### config.mk
export PLATFORM = sky130hd
export DESIGN_NAME = pipe_stage_reg
export DESIGN_NICKNAME = d
export VERILOG_FILES = /design/src/rtl/pipe_stage_reg.sv
export SDC_FILE = /design/constraint.sdc
export NUM_CORES = 1
export LEC_CHECK = 0
export CAP_MARGIN = 20
export CORE_MARGIN = 2
export CORE_UTILIZATION = 40
export DETAILED_ROUTE_END_ITERATION = 8
export PLACE_DENSITY = 0.68
export SLEW_MARGIN = 10
export SYNTH_ARGS = -nofsm -noshare
export SYNTH_HDL_FRONTEND = slang
export SYNTH_SLANG_ARGS = --single-unit
### constraint.sdc
create_clock -name clk -period 3.08 [get_ports clk]
set_clock_uncertainty 0.15 [all_clocks]
set_input_delay 0.616 -clock clk [delete_from_list [all_inputs] [get_ports clk]]
set_output_delay 0.616 -clock clk [all_outputs]
set_load 0.01 [all_outputs]
### src/rtl/pipe_stage_reg.sv
// ---------------------------------------------------------------------------
// pipe_stage_reg
//
// Reusable pipeline stage register. Holds one payload/control entry in a main
// register (M) that drives the outputs directly, plus one entry in a skid
// register (S). S absorbs the entry that upstream commits in the same cycle
// the downstream stalls. This keeps in_ready purely registered (apart from
// flush/reset), so it carries no combinational path from out_ready.
//
// A flush squashes both entries and turns the stage into a bubble whose
// control bundle is BUBBLE_CTRL. A saturating counter records how many cycles
// the stage sat on a valid entry that downstream would not take.
//
// Ports:
//   clk        clock, all state updates on the rising edge
//   reset      synchronous, active-high reset
//   flush      synchronous squash of all held entries
//   in_valid   upstream offers an entry
//   in_ready   stage can accept an entry this cycle
//   in_data    upstream payload (DATA_W)
//   in_ctrl    upstream control bundle (CTRL_W)
//   out_valid  main register holds a valid entry
//   out_ready  downstream consumes the entry this cycle
//   out_data   main register payload (DATA_W)
//   out_ctrl   main register control, BUBBLE_CTRL whenever out_valid=0
//   stall_cnt  saturating count of cycles with out_valid=1 and out_ready=0
// ---------------------------------------------------------------------------
module pipe_stage_reg #(
    parameter int                DATA_W      = 96,
    parameter int                CTRL_W      = 16,
    parameter logic [CTRL_W-1:0] BUBBLE_CTRL = {CTRL_W{1'b0}},
    parameter int                CNT_W       = 16
) (
    input  logic              clk,
    input  logic              reset,
    input  logic              flush,
    input  logic              in_valid,
    output logic              in_ready,
    input  logic [DATA_W-1:0] in_data,
    input  logic [CTRL_W-1:0] in_ctrl,
    output logic              out_valid,
    input  logic              out_ready,
    output logic [DATA_W-1:0] out_data,
    output logic [CTRL_W-1:0] out_ctrl,
    output logic [CNT_W-1:0]  stall_cnt
);

    localparam logic [CNT_W-1:0] CNT_MAX = {CNT_W{1'b1}};

    logic              m_valid;
    logic [DATA_W-1:0] m_data;
    logic [CTRL_W-1:0] m_ctrl;
    logic              s_valid;
    logic [DATA_W-1:0] s_data;
    logic [CTRL_W-1:0] s_ctrl;
    logic [CNT_W-1:0]  stall_q;

    logic in_fire;
    logic m_free;
    logic stalled;

    // The stage accepts only while the skid slot is empty. Flush and reset
    // also refuse input so that nothing sneaks in behind a squash.
    assign in_ready = ~s_valid & ~flush & ~reset;
    assign in_fire  = in_valid & in_ready;

    // M can take a new entry when it is empty or its entry leaves this cycle.
    assign m_free   = ~m_valid | out_ready;
    assign stalled  = m_valid & ~out_ready;

    assign out_valid = m_valid;
    assign out_data  = m_data;
    assign out_ctrl  = m_ctrl;
    assign stall_cnt = stall_q;

    // Main/skid register update. S always holds an entry older than anything
    // still upstream, so when M frees up it refills from S first. When S is
    // full in_ready is already low, so no new entry can arrive in that case.
    // Every path that clears m_valid also loads BUBBLE_CTRL, which keeps
    // out_ctrl safe while the stage is empty.
    always_ff @(posedge clk) begin
        if (reset) begin
            m_valid <= 1'b0;
            m_data  <= '0;
            m_ctrl  <= BUBBLE_CTRL;
            s_valid <= 1'b0;
            s_data  <= '0;
            s_ctrl  <= BUBBLE_CTRL;
        end else if (flush) begin
            m_valid <= 1'b0;
            m_data  <= '0;
            m_ctrl  <= BUBBLE_CTRL;
            s_valid <= 1'b0;
            s_data  <= '0;
            s_ctrl  <= BUBBLE_CTRL;
        end else if (m_free) begin
            if (s_valid) begin
                m_valid <= 1'b1;
                m_data  <= s_data;
                m_ctrl  <= s_ctrl;
                if (in_fire) begin
                    s_valid <= 1'b1;
                    s_data  <= in_data;
                    s_ctrl  <= in_ctrl;
                end else begin
                    s_valid <= 1'b0;
                    s_ctrl  <= BUBBLE_CTRL;
                end
            end else if (in_fire) begin
                m_valid <= 1'b1;
                m_data  <= in_data;
                m_ctrl  <= in_ctrl;
            end else begin
                m_valid <= 1'b0;
                m_ctrl  <= BUBBLE_CTRL;
            end
        end else if (in_fire) begin
            s_valid <= 1'b1;
            s_data  <= in_data;
            s_ctrl  <= in_ctrl;
        end
    end

    // Stall counter: cleared by reset only; a flush leaves it untouched so
    // debug history survives mispredicts. Saturates instead of wrapping.
    always_ff @(posedge clk) begin
        if (reset) begin
            stall_q <= '0;
        end else if (!flush && stalled && (stall_q != CNT_MAX)) begin
            stall_q <= stall_q + CNT_W'(1);
        end
    end

    // A skid entry can only exist behind a valid main entry; an empty stage
    // must present the bubble control value.
    a_skid_implies_main : assert property (@(posedge clk) disable iff (reset)
        s_valid |-> m_valid);

    a_bubble_ctrl : assert property (@(posedge clk) disable iff (reset)
        !m_valid |-> (m_ctrl == BUBBLE_CTRL));

endmodule

== Word-level counts from Yosys, hierarchy flattened ==
Cells that the tools add are included.

* Flip-flop bits (word level): 242
* Bits of input ports: 117
* Output and inout port bits: 130
* Word-level logic and storage cells: 43

* Add/subtract/negate cells: 1
* Equality and inequality tests: 2
* Multiplexer cells: 15
* Bitwise operators: 10
* Reductions and logical operators: 8

{| class="wikitable"
|+ Operator list
! kind !! count
|-
| $mux 96 || 5
|-
| $mux 16 || 5
|-
| $add 16x1->16 const B || 1
|-
| $ne 16x16->1 const B || 1
|-
| $mux 1 || 5
|-
| $not 1->1 || 5
|-
| $and 1x1->1 || 4
|-
| $reduce_and 2->1 || 2
|-
| $reduce_bool 2->1 || 2
|-
| $logic_and 1x1->1 || 2
|-
| $ne 2x2->1 const B || 1
|-
| $reduce_or 2->1 || 1
|-
| $logic_not 1->1 || 1
|-
| $or 1x1->1 || 1
|}

== Longest topological paths before layout ==
* Word-level depth: 7
* Mapped depth: 9
* Gate-level depth less buffers: 5

== Worst setup path after synthesis ==
No wires, ideal clock.

* Path type: input port to output port
* Start: input reset
* End: output in_ready
* Data arrival time: 1.801 ns
* Data required time: 2.314 ns
* Path slack: 0.513 ns
* Stages on the path: 6
* Buffers on the path: 4
* Path through: clkbuf_8 > or2_2 > clkbuf_1 > clkbuf_1 > buf_1 > nor2_1

* Cells in the longest elaborated chain, start to end: 2

{| class="wikitable"
|+ RTL lines
! what !! line !! RTL
|-
| start: declaration || 35 || <nowiki>input logic reset,</nowiki>
|-
| $not 1->1 || 64 || <nowiki>assign in_ready = ~s_valid & ~flush & ~reset;</nowiki>
|-
| $and 1x1->1 || 64 ||
|-
| end: declaration || 38 || <nowiki>output logic in_ready,</nowiki>
|}

Every way passes these cells.

== Final worst setup path ==
* Start: input flush
* End: output in_ready

* Cells in the longest elaborated chain, start to end: 3

{| class="wikitable"
|+ RTL lines
! what !! line !! RTL
|-
| start: declaration || 36 || <nowiki>input logic flush,</nowiki>
|-
| $not 1->1 || 64 ||
|-
| $and 1x1->1 (2 in series) || 64 ||
|}

Every way passes these cells.

==> metrics.cfg <==
[sta]
slew_violations=0
tightestPinTransition_ns=1.36
min_period_ns=2.77
finalCritPeriodShare=0.899
setup_violations=0
slew_headroom=0.0960
hold_viol=0
timing.fmax_mhz=361
rsz0062_at_grt=false
hold_slack_ns=0.301
setup-tns-final_ns=0

[place]
dp_cells=1570
io_buffers=246
postPlaceCellArea_um2=12300
globalplace.congestion=0.803
dpl.hpwl_um=15000

[status]
status=complete, no violations

[cts]
cts_tree=built
post_cts_buffers=0
cts-resized-gates=0
clockBufferDepth=3
htree_levels=1
cts_buffers=26
cts_root_buf=clkbuf_16
clkTransAtPathRegs_ns=0.06
worstSkewPairLatency_ns=0.51
clock-sinks=242
cts_hold_buf=0

[global_routing]
grt_pass1_vias=7630
grt_pass1_wl_um=38800
gr-usage-all-layers=0.188
antenna_found_initial=1
overflow=0
grt_max_degree=227

[yosys]
synthDominantCellAreaShare=0.507
synthCells=1080
ys_seq_area_frac=0.507
synth.avg_cell_area_um2=8.85
yosys.cell_types.count=40
synth.ff_latch_count=242
syn-num-nets=1198
synth_area_leaders=dfxtp_1 (51%), mux2i_1 (10%), a211oi_1 (8.8%)
syn-cell-area_um2=9550
yosys.area.top_type=dfxtp_1
synth_warnings=0

[worst_setup_path]
ff2ff_path_depth=5
endpoint_kind=primary output
worstPathCellList=clkdlybuf4s50_1 -> or2_4 -> nor2_1 -> clkdlybuf4s50_1
cpPeakStageDelay_ns=0.53
critPathSlowestCell=clkdlybuf4s50_1
path_delay_family=buffers and inverters
worstPathRequired_ns=2.31
worstSetupStartpointType=input port
path_depth=4
crit_path_frequent_cell=clkdlybuf4s50_1
critPathArrivalTime_ns=2.00
critPathLaunch=flush
r2r-start=stall_cnt[0]
r2r_slack_ns=0.99
reg2reg_to=stall_cnt[10]
crit_type=input port to primary output
cp_max_fo=5
cp_num_buf_inv=2

[power]
switchingPower_w=0.00151
combPwrFrac=0.075
p_int_w=0.00555
max-vdd-ir-drop_uv=345
power_leakage_nw=4.18
cellPowerDensity_nw_per_um2=535
pwr-share-seq=0.452
p_sw_frac=0.214
pwr-share-clk=0.472

[die]
core.rowCount=56
core-area_um2=23500
initial_core_util=0.407
die_x_um=159
ioPinCount=247
die-area_um2=25100
die_y_um=159

[layout]
stdcell_area_um2=13200
drive_gt1_frac=0.0570
final_nets=1397
area_delta_synth_final_pct=38.2
utilization=0.563
fin_cells=1620

[routing]
initialDrtViolationCount=419
wl_um=24700
ant_nets=0
drc_errors=0
vias=8271
viasPerCell=5.11
wire_per_inst_um=15.3
first_pass_iters=5

[min_path]
hold_depth=2
hp-class=register to register
min_to=s_data[11]
hp-start=s_data[11]

[job]
cap_viol_max_count=0

==> kinds of logic (layout without fill, tap and decap cells) <==
group / count (synthesis) / after routing / share of synthesized area
buffers and inverters: 94 / 313 / 0.0418
DFF: 242 / 242 / 0.507
muxes: 98 / 98 / 0.103
other: 0 / 2 / 0
and+or+nand+nor: 373 / 373 / 0.162
AOI/OAI and AO/OA: 271 / 271 / 0.184
adders and majority gates: 1 / 1 / 0.00131
xor gates and xnor gates: 1 / 1 / 0.000917
==> how the worst max path moves through the flow <==
stage,endpoint,slack (ns)
6_report,in_ready,0.31
3_5_place_dp,in_ready,0.31
2_1_floorplan,in_ready,0.51
4_1_cts,in_ready,0.31
5_1_grt,in_ready,0.26
3_3_place_gp,in_ready,0.30
==> sequential cells by signal (all words and copies together) (netlist names) <==
name       flops
out_ctrl      16
out_valid      1
s_valid        1
stall_cnt     16
s_ctrl        16
s_data        96
out_data      96
==> synth_stat cells (all sizes together) <==
cell,instances
nand2b,1
buf,27
and3,4
a2bb2oi,16
nand2,198
mux2,1
nand4,7
ha,1
o41ai,1
mux2i,97
nor2b,3
nor2,134
clkbuf,64
o31ai,5
dlygate4sd1,1
a21oi,111
a211oi,112
and3b,1
dfxtp,242
xor2,1
nor3,2
or4,6
or2,1
o21ai,9
nor3b,2
nor4,2
nand3,3
or3,7
a22oi,16
o21a,1
and4,1
inv,2
or4b,1
==> metal layers <==
| layer | vias to the layer above | global-route usage | share of wire |
|---|---|---|---|
| met5 | - | 0 | 0 |
| met4 | 0 | 0.0558 | 0.019 |
| met3 | 34 | 0.0392 | 0.060 |
| met2 | 196 | 0.308 | 0.46 |
| met1 | 3853 | 0.248 | 0.46 |
| li1 | 4188 | - | - |
==> worst min-delay path, stage by stage (launching register included) <==
cell and delay, ns:
dfxtp_1 0.30, nand2_1 0.05, a21oi_1 0.05
==> area by class of cell <==
cell class                 instances  area (um^2)
fill                            2100        10300
timing repair buffer             263         2680
clock inverter                    12          190
antenna                            2         5.00
tap                              319          399
inverter                           2         7.51
multi-input combinational        744         4340
sequential                       242         4850
clock buffer                      36          739
==> per-stage QoR <==
stage / setup slack (ns) / power [W]
2_1_floorplan: 0.513 / 0.00349
3_3_place_gp: 0.301 / 0.00379
3_5_place_dp: 0.311 / 0.00380
4_1_cts: 0.308 / 0.00715
5_1_grt: 0.262 / 0.00733
6_report: 0.310 / 0.00706
==> power groups by stage <==
| stage | Combinational (W) | Sequential, W | Clock (W) |
|---|---|---|---|
| final | 0.000532 | 0.00320 | 0.00333 |
| after global routing | 0.000578 | 0.00320 | 0.00355 |
| after CTS | 0.000535 | 0.00320 | 0.00342 |
| after detailed placement | 0.000532 | 0.00326 | 0 |
| after global placement | 0.000528 | 0.00326 | 0 |
| after floorplan | 0.000212 | 0.00328 | 0 |
==> layout by cell type (no fill, tap or decap), drive strengths merged, types with 4 or more instances in the layout <==
cell type,n
a21oi,111
o31ai,5
and3,4
dfxtp,242
clkdlybuf4s50,246
bufinv,5
nand2,198
mux2i,97
a2bb2oi,16
or3,7
clkbuf,36
a211oi,112
nor2,134
o21ai,9
buf,17
clkinv,5
a22oi,16
or4,6
nand4,7
Note: power is estimated with default switching activity, not from simulation.
==> RTL change (same settings) <==
`DATA_W`: 96 -> 192.
--- a/src/rtl/pipe_stage_reg.sv
+++ b/src/rtl/pipe_stage_reg.sv
@@ -26,7 +26,7 @@
 //   stall_cnt  saturating count of cycles with out_valid=1 and out_ready=0
 // ---------------------------------------------------------------------------
 module pipe_stage_reg #(
-    parameter int                DATA_W      = 96,
+    parameter int                DATA_W      = 192,
     parameter int                CTRL_W      = 16,
     parameter logic [CTRL_W-1:0] BUBBLE_CTRL = {CTRL_W{1'b0}},
     parameter int                CNT_W       = 16
Ports: changed (resized in_data and out_data); port bits go from 247 to 439. The function was not compared with the original's and may differ.
==> RTL change against the original RTL <==
Design area is 78% higher; setup slack worse by 0.095 ns; sequential cell count grew 192; routed wire length up 94%; total power grew 79%; count of clock-buffer cells in the layout is 38 higher; sequential power is 79% higher; non-clock buffer count up 207; area after synthesis is 78% higher; critical path type unchanged; largest cell class unchanged; largest power group unchanged.
==> RTL change: results (changes against the original RTL) <==
[global_route]
grt_pass1_vias = 14214  ; +86%
grt_use_met1 = 0.250  ; +0.00143
grt_antenna_before_repair = 6  ; +5
use_met2 = 0.345  ; +0.0362

[route]
top_layer_used = met5
wl_per_cell_um = 16.8  ; +10%
wl_met1_um = 19800  ; +74%

[clock_network]
htree_levels = 2  ; +1

[final_layout]
multi_input_gates = 1320  ; +77%
multiInputGateArea_sq_um = 7580  ; +75%
n_fill_cell = 3682  ; +75%
clock_buffers = 74  ; +110%
nonClkBufAreaFrac = 0.207  ; +0.00393
drive_above_1_share = 0.0511  ; -0.00591
finalNetCount = 2488  ; +78%
buffers = 470  ; +79%
register_area_sq_um = 8690  ; +79%

[power]
p_comb_frac = 0.077  ; +0.002
p_leak_nw = 7.36  ; +76%
p_int_mw = 9.90  ; +78%

[synthesis]
yosysSeqAreaShare = 0.512  ; +0.00492
synth_fp_nets = 2139  ; +79%

[outcome]
status = completed

[placed_design]
dpl_worst_slack_ns = 0.218  ; -0.0924 ns

[critical_path]
slowest_delay_ns = 0.55  ; +0.02 ns

==> RTL change: cell count changes after synthesis, sizes merged, moves of 36 or more <==
| cell | before | now |
|---|---|---|
| a211oi | 112 | 208 |
| a21oi | 111 | 207 |
| buf | 27 | 63 |
| clkbuf | 64 | 106 |
| dfxtp | 242 | 434 |
| mux2i | 97 | 193 |
| nand2 | 198 | 390 |
| nor2 | 134 | 230 |
==> RTL change: worst reg2reg max path, delay by kind of cell, from the launching register on <==
family | cells | cell delay, ns
AND/OR/NAND/NOR | 3 | 1.12
flip-flops | 1 | 0.43
adder cells (fa/ha/maj) | 1 | 0.22
AO/OA/AOI/OAI | 1 | 0.18
==> RTL change: worst paths after layout <==
kind / start / to / slack [ns] / depth (start not counted)
max: flush / in_ready / 0.21 / 4
min: s_data[40] / s_data[40] / 0.30 / 2
max reg2reg: stall_cnt[0] / stall_cnt[12] / 0.91 / 5
min reg2reg: s_data[40] / s_data[40] / 0.30 / 2
==> RTL change: metrics by stage <==
| step | cell area [sq um] | hold WS (ns) | power (mW) | instances |
|---|---|---|---|---|
| floorplan | 17000 | 0.286 | 6.26 | 1925 |
| global placement | 21800 | 0.291 | 6.81 | 2765 |
| detailed placement | 21800 | 0.296 | 6.83 | 2765 |
| CTS | 23500 | 0.304 | 12.8 | 2850 |
| global route | 23500 | 0.318 | 13.1 | 2855 |
| finish | 23500 | 0.301 | 12.6 | 2855 |
==> RTL change: logic make-up after synthesis <==
family,share of synthesized area
and+or+nand+nor,0.155
AOI/OAI and AO/OA,0.174
DFF,0.512
muxes,0.115
buffers and inverters,0.0428
xor gates and xnor gates,0.000516
adders and majority gates,0.000737
